[src/rtl/coherence_pkg.sv]
// Shared types for the snooping MSI cache node: line states, bus commands
// and the controller FSM encoding.
package coherence_pkg;

    typedef enum logic [1:0] {
        ST_I = 2'd0,
        ST_S = 2'd1,
        ST_M = 2'd2
    } line_state_e;

    typedef enum logic [1:0] {
        CMD_RD   = 2'd0,
        CMD_RDX  = 2'd1,
        CMD_UPGR = 2'd2,
        CMD_WB   = 2'd3
    } bus_cmd_e;

    typedef enum logic [2:0] {
        FSM_IDLE      = 3'd0,
        FSM_EVICT_REQ = 3'd1,
        FSM_EVICT_CMD = 3'd2,
        FSM_REQ       = 3'd3,
        FSM_CMD       = 3'd4,
        FSM_FILL      = 3'd5,
        FSM_DONE      = 3'd6
    } fsm_state_e;

endpackage

[src/rtl/snoop_line_store.sv]
// Direct-mapped line array (state/tag/data). The snoop port updates line
// state first; the CPU port reads the post-snoop view and its write, when
// present, is applied on top of the snoop result.
module snoop_line_store
    import coherence_pkg::*;
#(
    parameter int LINES  = 4,
    parameter int TAG_W  = 5,
    parameter int DATA_W = 8,
    parameter int IDX_W  = 2
) (
    input  logic              clock,
    input  logic              reset,
    input  logic              snp_en,
    input  bus_cmd_e          snp_cmd,
    input  logic [IDX_W-1:0]  snp_index,
    input  logic [TAG_W-1:0]  snp_tag,
    input  logic [IDX_W-1:0]  rd_index,
    output line_state_e       rd_state,
    output logic [TAG_W-1:0]  rd_tag,
    output logic [DATA_W-1:0] rd_data,
    input  logic              wr_en,
    input  logic [IDX_W-1:0]  wr_index,
    input  line_state_e       wr_state,
    input  logic [TAG_W-1:0]  wr_tag,
    input  logic [DATA_W-1:0] wr_data,
    output logic              snp_shared,
    output logic              snp_flush,
    output logic [DATA_W-1:0] snp_data
);

    line_state_e       state_q [LINES];
    line_state_e       post_state [LINES];
    line_state_e       state_d [LINES];
    logic [TAG_W-1:0]  tag_q [LINES];
    logic [TAG_W-1:0]  tag_d [LINES];
    logic [DATA_W-1:0] data_q [LINES];
    logic [DATA_W-1:0] data_d [LINES];

    line_state_e       snp_line_state;
    logic              snp_match;
    logic              snp_shared_d, snp_shared_q;
    logic              snp_flush_d, snp_flush_q;
    logic [DATA_W-1:0] snp_data_d, snp_data_q;

    // Snoop lookup: response and the downgraded/invalidated line states.
    always_comb begin
        post_state     = state_q;
        snp_line_state = state_q[snp_index];
        snp_match      = snp_en && (snp_line_state != ST_I) && (tag_q[snp_index] == snp_tag);
        snp_shared_d   = snp_match;
        snp_flush_d    = snp_match && (snp_line_state == ST_M) &&
                         ((snp_cmd == CMD_RD) || (snp_cmd == CMD_RDX));
        snp_data_d     = snp_flush_d ? data_q[snp_index] : '0;
        if (snp_match) begin
            case (snp_cmd)
                CMD_RD:   if (snp_line_state == ST_M) post_state[snp_index] = ST_S;
                CMD_RDX:  post_state[snp_index] = ST_I;
                CMD_UPGR: post_state[snp_index] = ST_I;
                default:  ;
            endcase
        end
    end

    assign rd_state = post_state[rd_index];
    assign rd_tag   = tag_q[rd_index];
    assign rd_data  = data_q[rd_index];

    // CPU-side write lands on top of the post-snoop state.
    always_comb begin
        state_d = post_state;
        tag_d   = tag_q;
        data_d  = data_q;
        if (wr_en) begin
            state_d[wr_index] = wr_state;
            tag_d[wr_index]   = wr_tag;
            data_d[wr_index]  = wr_data;
        end
    end

    // Line array and registered snoop response.
    always_ff @(posedge clock or posedge reset) begin
        if (reset) begin
            for (int i = 0; i < LINES; i++) begin
                state_q[i] <= ST_I;
                tag_q[i]   <= '0;
                data_q[i]  <= '0;
            end
            snp_shared_q <= 1'b0;
            snp_flush_q  <= 1'b0;
            snp_data_q   <= '0;
        end else begin
            state_q      <= state_d;
            tag_q        <= tag_d;
            data_q       <= data_d;
            snp_shared_q <= snp_shared_d;
            snp_flush_q  <= snp_flush_d;
            snp_data_q   <= snp_data_d;
        end
    end

    assign snp_shared = snp_shared_q;
    assign snp_flush  = snp_flush_q;
    assign snp_data   = snp_data_q;

endmodule

[src/rtl/snoop_cache_node.sv]
// MSI snooping cache node: serves CPU requests, arbitrates for the bus on
// misses/upgrades, writes back dirty victims and answers other nodes' snoops.
// Bus handshake: bus_req is held from the request state until the cycle
// bus_gnt pulses (it is masked in that cycle); the command is driven for
// exactly one cycle, the cycle after the grant.
module snoop_cache_node
    import coherence_pkg::*;
#(
    parameter  int NODE_ID   = 0,
    parameter  int NUM_NODES = 4,
    parameter  int LINES     = 4,
    parameter  int TAG_W     = 5,
    parameter  int DATA_W    = 8,
    localparam int ID_W      = $clog2(NUM_NODES),
    localparam int IDX_W     = $clog2(LINES)
) (
    input  logic              clock,
    input  logic              reset,
    input  logic              cpu_req,
    input  logic              cpu_op,
    input  logic [IDX_W-1:0]  cpu_index,
    input  logic [TAG_W-1:0]  cpu_tag,
    input  logic [DATA_W-1:0] cpu_wdata,
    output logic              cpu_ready,
    output logic [DATA_W-1:0] cpu_rdata,
    output logic              cpu_hit,
    output logic              bus_req,
    input  logic              bus_gnt,
    output logic [1:0]        bus_cmd,
    output logic [IDX_W-1:0]  bus_index,
    output logic [TAG_W-1:0]  bus_tag,
    output logic [DATA_W-1:0] bus_wdata,
    input  logic              fill_valid,
    input  logic [DATA_W-1:0] fill_data,
    input  logic              snoop_valid,
    input  logic [ID_W-1:0]   snoop_src,
    input  logic [1:0]        snoop_cmd,
    input  logic [IDX_W-1:0]  snoop_index,
    input  logic [TAG_W-1:0]  snoop_tag,
    output logic              snp_shared,
    output logic              snp_flush,
    output logic [DATA_W-1:0] snp_data,
    output logic [2:0]        dbg_state
);

    fsm_state_e        state_q, state_d;
    bus_cmd_e          cmd_q, cmd_d;
    logic [DATA_W-1:0] rdata_q, rdata_d;
    logic              hit_q, hit_d;

    line_state_e       rd_state;
    logic [TAG_W-1:0]  rd_tag;
    logic [DATA_W-1:0] rd_data;
    logic              wr_en;
    line_state_e       wr_state;
    logic [TAG_W-1:0]  wr_tag;
    logic [DATA_W-1:0] wr_data;
    logic              line_hit;
    logic              snp_en;
    bus_cmd_e          snp_cmd;

    assign snp_cmd  = bus_cmd_e'(snoop_cmd);
    assign snp_en   = snoop_valid && (snoop_src != ID_W'(NODE_ID)) && (snp_cmd != CMD_WB);
    assign line_hit = (rd_state != ST_I) && (rd_tag == cpu_tag);

    snoop_line_store #(
        .LINES (LINES),
        .TAG_W (TAG_W),
        .DATA_W(DATA_W),
        .IDX_W (IDX_W)
    ) u_store (
        .clock     (clock),
        .reset     (reset),
        .snp_en    (snp_en),
        .snp_cmd   (snp_cmd),
        .snp_index (snoop_index),
        .snp_tag   (snoop_tag),
        .rd_index  (cpu_index),
        .rd_state  (rd_state),
        .rd_tag    (rd_tag),
        .rd_data   (rd_data),
        .wr_en     (wr_en),
        .wr_index  (cpu_index),
        .wr_state  (wr_state),
        .wr_tag    (wr_tag),
        .wr_data   (wr_data),
        .snp_shared(snp_shared),
        .snp_flush (snp_flush),
        .snp_data  (snp_data)
    );

    // Controller state, pending command and the response captured for DONE.
    always_ff @(posedge clock or posedge reset) begin
        if (reset) begin
            state_q <= FSM_IDLE;
            cmd_q   <= CMD_RD;
            rdata_q <= '0;
            hit_q   <= 1'b0;
        end else begin
            state_q <= state_d;
            cmd_q   <= cmd_d;
            rdata_q <= rdata_d;
            hit_q   <= hit_d;
        end
    end

    // Next-state, line writes and bus/CPU outputs; CPU decisions use the post-snoop line.
    always_comb begin
        state_d   = state_q;
        cmd_d     = cmd_q;
        rdata_d   = rdata_q;
        hit_d     = hit_q;
        wr_en     = 1'b0;
        wr_state  = rd_state;
        wr_tag    = cpu_tag;
        wr_data   = cpu_wdata;
        bus_req   = 1'b0;
        bus_cmd   = CMD_RD;
        bus_index = '0;
        bus_tag   = '0;
        bus_wdata = '0;
        cpu_ready = (state_q == FSM_DONE);
        cpu_hit   = (state_q == FSM_DONE) && hit_q;
        cpu_rdata = (state_q == FSM_DONE) ? rdata_q : '0;
        case (state_q)
            FSM_IDLE: begin
                if (cpu_req) begin
                    hit_d = 1'b0;
                    if (line_hit && !cpu_op) begin
                        rdata_d = rd_data;
                        hit_d   = 1'b1;
                        state_d = FSM_DONE;
                    end else if (line_hit && rd_state == ST_M) begin
                        wr_en    = 1'b1;
                        wr_state = ST_M;
                        rdata_d  = cpu_wdata;
                        hit_d    = 1'b1;
                        state_d  = FSM_DONE;
                    end else if (line_hit) begin
                        cmd_d   = CMD_UPGR;
                        state_d = FSM_REQ;
                    end else begin
                        cmd_d   = cpu_op ? CMD_RDX : CMD_RD;
                        state_d = (rd_state == ST_M) ? FSM_EVICT_REQ : FSM_REQ;
                    end
                end
            end
            FSM_EVICT_REQ: begin
                bus_req = !bus_gnt;
                if (bus_gnt) state_d = FSM_EVICT_CMD;
            end
            FSM_EVICT_CMD: begin
                bus_cmd   = CMD_WB;
                bus_index = cpu_index;
                bus_tag   = rd_tag;
                bus_wdata = rd_data;
                wr_en     = 1'b1;
                wr_state  = ST_I;
                wr_tag    = rd_tag;
                wr_data   = rd_data;
                state_d   = FSM_REQ;
            end
            FSM_REQ: begin
                bus_req = !bus_gnt;
                // A snoop that took our S copy away turns the upgrade into a full RdX.
                if (cmd_q == CMD_UPGR && !line_hit) cmd_d = CMD_RDX;
                if (bus_gnt) state_d = FSM_CMD;
            end
            FSM_CMD: begin
                bus_cmd   = cmd_q;
                bus_index = cpu_index;
                bus_tag   = cpu_tag;
                if (cmd_q == CMD_UPGR) begin
                    wr_en    = 1'b1;
                    wr_state = ST_M;
                    rdata_d  = cpu_wdata;
                    state_d  = FSM_DONE;
                end else begin
                    state_d = FSM_FILL;
                end
            end
            FSM_FILL: begin
                if (fill_valid) begin
                    wr_en = 1'b1;
                    if (cmd_q == CMD_RD) begin
                        wr_state = ST_S;
                        wr_data  = fill_data;
                        rdata_d  = fill_data;
                    end else begin
                        wr_state = ST_M;
                        rdata_d  = cpu_wdata;
                    end
                    state_d = FSM_DONE;
                end
            end
            FSM_DONE: state_d = FSM_IDLE;
            default:  state_d = FSM_IDLE;
        endcase
    end

    assign dbg_state = state_q;

endmodule

[config.mk]
export PLATFORM = sky130hd
export DESIGN_NAME = snoop_cache_node
export DESIGN_NICKNAME = d
export VERILOG_FILES = /design/src/rtl/coherence_pkg.sv /design/src/rtl/snoop_line_store.sv /design/src/rtl/snoop_cache_node.sv
export SDC_FILE = /design/constraint.sdc
export NUM_CORES = 1
export LEC_CHECK = 0
export CELL_PAD_IN_SITES_DETAIL_PLACEMENT = 1
export CELL_PAD_IN_SITES_GLOBAL_PLACEMENT = 1
export CORE_UTILIZATION = 48
export CTS_BUF_LIST = sky130_fd_sc_hd__clkbuf_2 sky130_fd_sc_hd__clkbuf_4 sky130_fd_sc_hd__clkbuf_8
export DETAILED_ROUTE_END_ITERATION = 8
export PLACE_DENSITY_LB_ADDON = 0.2
export SETUP_SLACK_MARGIN = 0.2
export SYNTH_ARGS = -nofsm -noshare
export SYNTH_HDL_FRONTEND = slang
export SYNTH_SLANG_ARGS = --single-unit
[constraint.sdc]
create_clock -name clock -period 7.09 [get_ports clock]
set_clock_uncertainty 0.05 [all_clocks]
set_input_delay 1.418 -clock clock [delete_from_list [all_inputs] [get_ports clock]]
set_output_delay 1.418 -clock clock [all_outputs]
set_load 0.01 [all_outputs]
======== After elaboration in Yosys (flattened, before gate mapping) ========
Index checks and enable logic that the tools add are counted.
storage, ports and cells
  latch bits .............................. 0
  memories kept ........................... 0
  register bits ........................... 84
  output and inout port bits .............. 41
  RAM bits ................................ 0
  bits in read-only memories .............. 0
operators by class
  $add $sub $neg .......................... 0
  order comparisons ....................... 4
  multipliers ............................. 0
  muxes and demuxes ....................... 81
  shift-type cells ........................ 0
  equality and inequality tests ........... 23
  divide/modulo/power cells ............... 0
  bitwise operators ....................... 7
  reductions and logical operators ........ 32
operators by type and width
  operator            number
  $mux 8              18
  $mux 2              21
  $bmux 8 s2          2
  $bwmux 32           1
  $pmux 8 s2          2
  $mux 5              6
  $pmux 8 s3          1
  $bmux 5 s2          2
  $bwmux 20           1
  $mux 3              6
  $ne 2x2->1 const B  9
  $pmux 3 s6          1
  $demux 8 s2         1
  $logic_and 1x1->1   13
  $demux 5 s2         1
  $eq 5x5->1          2
  $pmux 5 s2          1
  $reduce_and 5->1    2
  $eq 3x3->1 const B  3
  $and 8x8->8         1
  $bmux 2 s2          2
  $bwmux 8            1
  $demux 2 s2         2
  $eq 2x2->1 const B  4
  24 further kinds    44

======== Longest topological paths before layout ========
  word-level depth ........................ 22
  depth in mapped cells ................... 13
  depth with buffers taken out ............ 11

======== Hierarchy ========
From an unflattened synthesis, not the netlist that was laid out.
second synthesis, totals
  cells, all modules ...................... 458
  area total of the unflattened synthesis .. 5257.5 um^2
by module, submodules not included
  module            times used  cells an instance  area an instance (um^2)
  snoop_line_store  1           245                3624.7
  snoop_cache_node  1           213                1632.8

======== Worst setup path before layout ========
No wires, ideal clock.
  path kind ............................... in2out
  from .................................... input port cpu_index[0]
  to ...................................... output port bus_wdata[3]
  required time ........................... 5.622 ns
  arrival ................................. 3.459 ns
  cell stages on the path ................. 5
  path slack .............................. 2.163 ns
  buffers on the path ..................... 3
  cell sequence ........................... clkbuf_1 -> clkbuf_1 -> buf_1 -> mux4_2 -> and2_1
on the way
  longest elaborated chain between the ends .. 5
ends and longest elaborated chain
  what                                        RTL line                 text
  from (decl)                                 snoop_cache_node.sv:21   input logic [IDX_W-1:0] cpu_index,
  $not 2->3 (not written as such)             snoop_line_store.sv:67   assign rd_data = data_q[rd_index];
  $bmux 8 s2                                  snoop_line_store.sv:67
  $mux 8 (not written as such) (2 in series)  snoop_line_store.sv:67
  $mux 8                                      snoop_cache_node.sv:125  case (state_q)
  to (decl)                                   snoop_cache_node.sv:32   output logic [DATA_W-1:0] bus_wdata,
Every way passes these cells. The select of a mux whose other input is x is not followed.

======== Final worst setup path ========
  from .................................... input port snoop_index[0]
  to ...................................... register u_store.tag_q[17] (netlist name)
on the way
  longest elaborated chain between the ends .. 20
  elaborated cells on any way between the ends .. 37
  classes of those cells .................. 2 x order compare; 3 x eq/ne; 18 x mux; 6 x bitwise; 8 x reduce/logical
ends and longest elaborated chain
  what                                                            RTL line                                                                text
  from (decl)                                                     snoop_cache_node.sv:38                                                  input logic [IDX_W-1:0] snoop_index,
  $not 2->3 (not written as such) *                               -
  $ge 3x3->1 (not written as such) or $lt 3x1->1 (tied branches)  snoop_line_store.sv:57, snoop_line_store.sv:58, snoop_line_store.sv:59
  $logic_and 1x1->1 (not written as such)                         snoop_line_store.sv:57, snoop_line_store.sv:58, snoop_line_store.sv:59
  $mux 2 (not written as such)                                    snoop_line_store.sv:57, snoop_line_store.sv:58, snoop_line_store.sv:59
  $demux 2 s2                                                     snoop_line_store.sv:57, snoop_line_store.sv:58, snoop_line_store.sv:59
  $not 4->4 (no line)                                             -
  $and 4x4->4 (no line)                                           -
  $mux 8                                                          snoop_line_store.sv:57                                                  CMD_RD: if (snp_line_state == ST_M) post_state[snp_index] = ST_S;
  [3 not listed]                                                  -
  $mux 2 (not written as such) * (2 in series)                    snoop_line_store.sv:65                                                  assign rd_state = post_state[rd_index];
  $reduce_bool 2->1                                               snoop_cache_node.sv:64                                                  assign line_hit = (rd_state != ST_I) && (rd_tag == cpu_tag);
  $logic_and 1x1->1                                               snoop_cache_node.sv:64
  $logic_and 1x1->1                                               snoop_cache_node.sv:133                                                 end else if (line_hit && rd_state == ST_M) begin
  $mux 1                                                          snoop_cache_node.sv:133
  $mux 1 *                                                        snoop_cache_node.sv:129                                                 if (line_hit && !cpu_op) begin
  $mux 1 *                                                        snoop_cache_node.sv:127                                                 if (cpu_req) begin
  $pmux 1 s4 *                                                    snoop_cache_node.sv:125
  to (signal assigned)                                            snoop_line_store.sv:94                                                  tag_q <= tag_d;
  to (decl)                                                       snoop_line_store.sv:35                                                  logic [TAG_W-1:0] tag_q [LINES];
Mark *: on every way between the ends. The rest lies on a longest branch, timed or not. The select of a mux whose other input is x is not followed.
A chain may end at the register's enable or synchronous reset.

==> impl_metrics.json <==
{
  "fmax_ghz": 0.176,
  "rrSetupSlack_ns": 2.90,
  "leakage_nw": 2.75,
  "power.internal_mw": 1.45,
  "via_per_inst": 6.08,
  "tns_ns": 0,
  "wl_mm": 14.9,
  "placed_cells": 646,
  "synth_compound_area_share_pct": 11.4,
  "async_reset_ff_share_pct": 100,
  "finalCriticalPeriod_ns": 5.69,
  "coreArea_um2": 10800,
  "vias": 4028,
  "antenna_found_initial": 0,
  "synth_warnings": 0,
  "critPathCapture": "u_store.tag_q[17]",
  "cap_violations": 0,
  "dieArea_um2": 11600,
  "fin_cells": 662,
  "synthAdderAreaFrac_pct": 0.701,
  "worstRegToRegCells": 10,
  "grt_overflow": 0,
  "synth_top_cell_area_share_pct": 39.2,
  "min_delay_path_depth": 1,
  "fin_crit_sh_pct": 80.2,
  "rows": 38,
  "drive_above_1_share_pct": 23.6,
  "ios": 82,
  "outcome": "completed",
  "p_switching_mw": 0.886,
  "drt-initial-drc-count": 261,
  "final_hold_viol_count": 0,
  "ir_drop_v": 0.000150,
  "area_growth_pct": 20.3,
  "cts_tree": "done",
  "synthFlopType": "dfrtp_1",
  "ctsLongestPathBuffers": 2,
  "gp_congestion": 0.857,
  "grt_pass1_wl_mm": 24.0,
  "clkSinkCount": 84,
  "crit_type": "input pin to flip-flop",
  "netlist-cell-type-count": 61,
  "setup_viol": 0,
  "final_nets": 561,
  "clock_latency_ns": 0.38,
  "grt_max_degree": 85,
  "routedWlPerCell_um": 22.5,
  "hold_path.startpoint": "rdata_q[3]",
  "ys_seq_area_share_pct": 39.2,
  "htreeDepth": 3,
  "ys_ff_latch": 84,
  "start_kind": "input pin",
  "arrival_ns": 5.90,
  "yosys.area_share.simple_pct": 11.2,
  "r2r-end": "u_store.tag_q[17]",
  "antenna_left": 0,
  "initial_core_util_pct": 49.4,
  "rsz0062_at_grt": "no",
  "netlist_instances": 442,
  "synth_top_family_by_area": "multiplexers",
  "cp.required_ns": 7.30,
  "p_per_area_nw_per_um2": 362,
  "slew_violations": 0,
  "yosysTopAreaCell": "dfrtp_1",
  "hold_buffers": 0,
  "p_clk_share_pct": 16.1,
  "synth_xor_xnor_area_share_pct": 1.63,
  "cts.clk_slew.worst_paths_ns": 0.09,
  "first_pass_iters": 4,
  "synthMuxAreaShare_pct": 30.9,
  "r2r-start": "u_store.tag_q[14]",
  "die_w_um": 108,
  "tightest_slew_ns": 1.17,
  "grt_usage_pct": 28.0,
  "end_kind": "flip-flop",
  "cts_made_buffers": 9,
  "dpl.hpwl_mm": 10.8,
  "synth_area_um2": 5360,
  "crit_start": "snoop_index[0]",
  "switching_share_pct": 37.9,
  "hold_path.class": "flip-flop to flip-flop",
  "cts_root_buffer": "clkbuf_8",
  "combPwrFrac_pct": 46.1,
  "post_cts_buffers": 0,
  "slew_headroom_pct": 22.0,
  "crit_fanout": 18,
  "die_height_um": 108,
  "first_global_vias": 4356,
  "synth_nets": 486,
  "drc": 0,
  "antennaDiodeCount": 0,
  "portBuffers": 81,
  "power_frac_seq_pct": 37.8,
  "finish.utilization_pct": 59.5,
  "synth_edf_count": 0,
  "ys_top_cells_by_area": "dfrtp_1, mux4_2, mux2_4, mux2_2, mux2i_1",
  "cts_resized": 0,
  "avgSynthCellArea_um2": 12.1
}
==> layout by cell type (no fill, tap or decap), drive strengths merged, types with 9 or more instances in the layout <==
master and count:
dfrtp 84, clkdlybuf4s50 81, mux2 63, nor2 30, mux4 28, inv 26, and2 17, mux2i 17
nand2 16, o21ai 16, a21oi 12, nor3 12, and3 11, buf 10, clkbuf 9
==> synthesized netlist by cell type, types with 3 or more instances <==
cell type	count
or3_1	3
dfrtp_1	84
mux4_1	5
a222oi_1	3
ha_1	3
nand3_1	4
nor2b_1	4
a31oi_1	3
o21ai_0	15
buf_12	4
and2_1	17
nor3_1	8
nand2b_1	7
clkbuf_1	16
mux2i_1	16
inv_1	22
a22oi_1	5
a221oi_1	6
a221o_1	8
nand2_1	16
a21oi_1	12
mux2_4	32
mux2_1	5
o221ai_1	3
mux4_2	23
buf_1	3
mux2_2	26
xnor2_1	5
xor2_1	5
nor3_4	4
nor2_1	29
and3_1	11
==> cells by family (layout without fill, tap and decap cells) <==
| group | after synthesis | in the layout |
|---|---|---|
| muxes | 108 | 108 |
| DFF | 84 | 84 |
| buffers and inverters | 49 | 129 |
| AOI/OAI and AO/OA | 80 | 80 |
| and+or+nand+nor | 108 | 108 |
| adders and majority gates | 3 | 3 |
| xor gates and xnor gates | 10 | 10 |
==> layer usage <==
layer	wire length (um)	vias to the layer above	global-route usage (%)
met1	6310	2092	35.7
met5	0	-	0
met4	180	0	8.02
li1	-	1799	-
met2	7750	122	48.2
met3	647	15	5.69
==> how the worst min path moves through the flow <==
stage	slack, ns	endpoint
floorplan	0.41	rdata_q[0]
global placement	0.42	rdata_q[5]
detailed placement	0.44	rdata_q[6]
CTS	0.46	rdata_q[6]
global route	0.49	rdata_q[6]
finish	0.45	rdata_q[3]
==> power by group through the flow <==
stage | combinational [mW] | sequential (mW) | clock, mW
after detailed placement | 1.07 | 0.885 | 0
after CTS | 1.08 | 0.880 | 0.383
final | 1.08 | 0.883 | 0.376
after global placement | 1.04 | 0.862 | 0
after floorplan | 0.816 | 0.787 | 0
after global routing | 1.16 | 0.910 | 0.402
==> flip-flops by register name, summed over array words and instances (netlist names) <==
signal and count:
u_store.data_q 32, u_store.tag_q 20, rdata_q 8, u_store.snp_data 8, u_store.state_q 8, dbg_state 3
cmd_q 2, hit_q 1, u_store.snp_flush 1, u_store.snp_shared 1
==> critical path, cell delays in order <==
cell	delay (ns)
clkdlybuf4s50_1	0.71
buf_4	0.34
mux4_1	0.30
o221ai_1	0.13
or3_1	0.52
nor2_4	0.43
mux2i_2	0.39
a22oi_2	0.15
o31a_4	0.43
nor3_4	0.48
buf_4	0.29
mux2_4	0.31
==> per-stage QoR <==
step                setup slack, ns  area (um2)  hold WS (ns)  power, mW
floorplan                      2.16        5360         0.406       1.60
global placement               1.18        6240         0.418       1.90
detailed placement            0.989        6240         0.436       1.96
CTS                            1.38        6450         0.458       2.34
global route                   1.12        6450         0.490       2.47
finish                         1.40        6450         0.451       2.33
==> layout make-up <==
class / count / area (um2)
sequential: 84 / 2100
clock inverter: 7 / 87.6
multi-input combinational: 309 / 2990
timing repair buffer: 91 / 886
inverter: 22 / 83.8
fill: 1165 / 4390
clock buffer: 9 / 124
tap: 140 / 175
No activity file was read; power rests on OpenSTA's default activity.
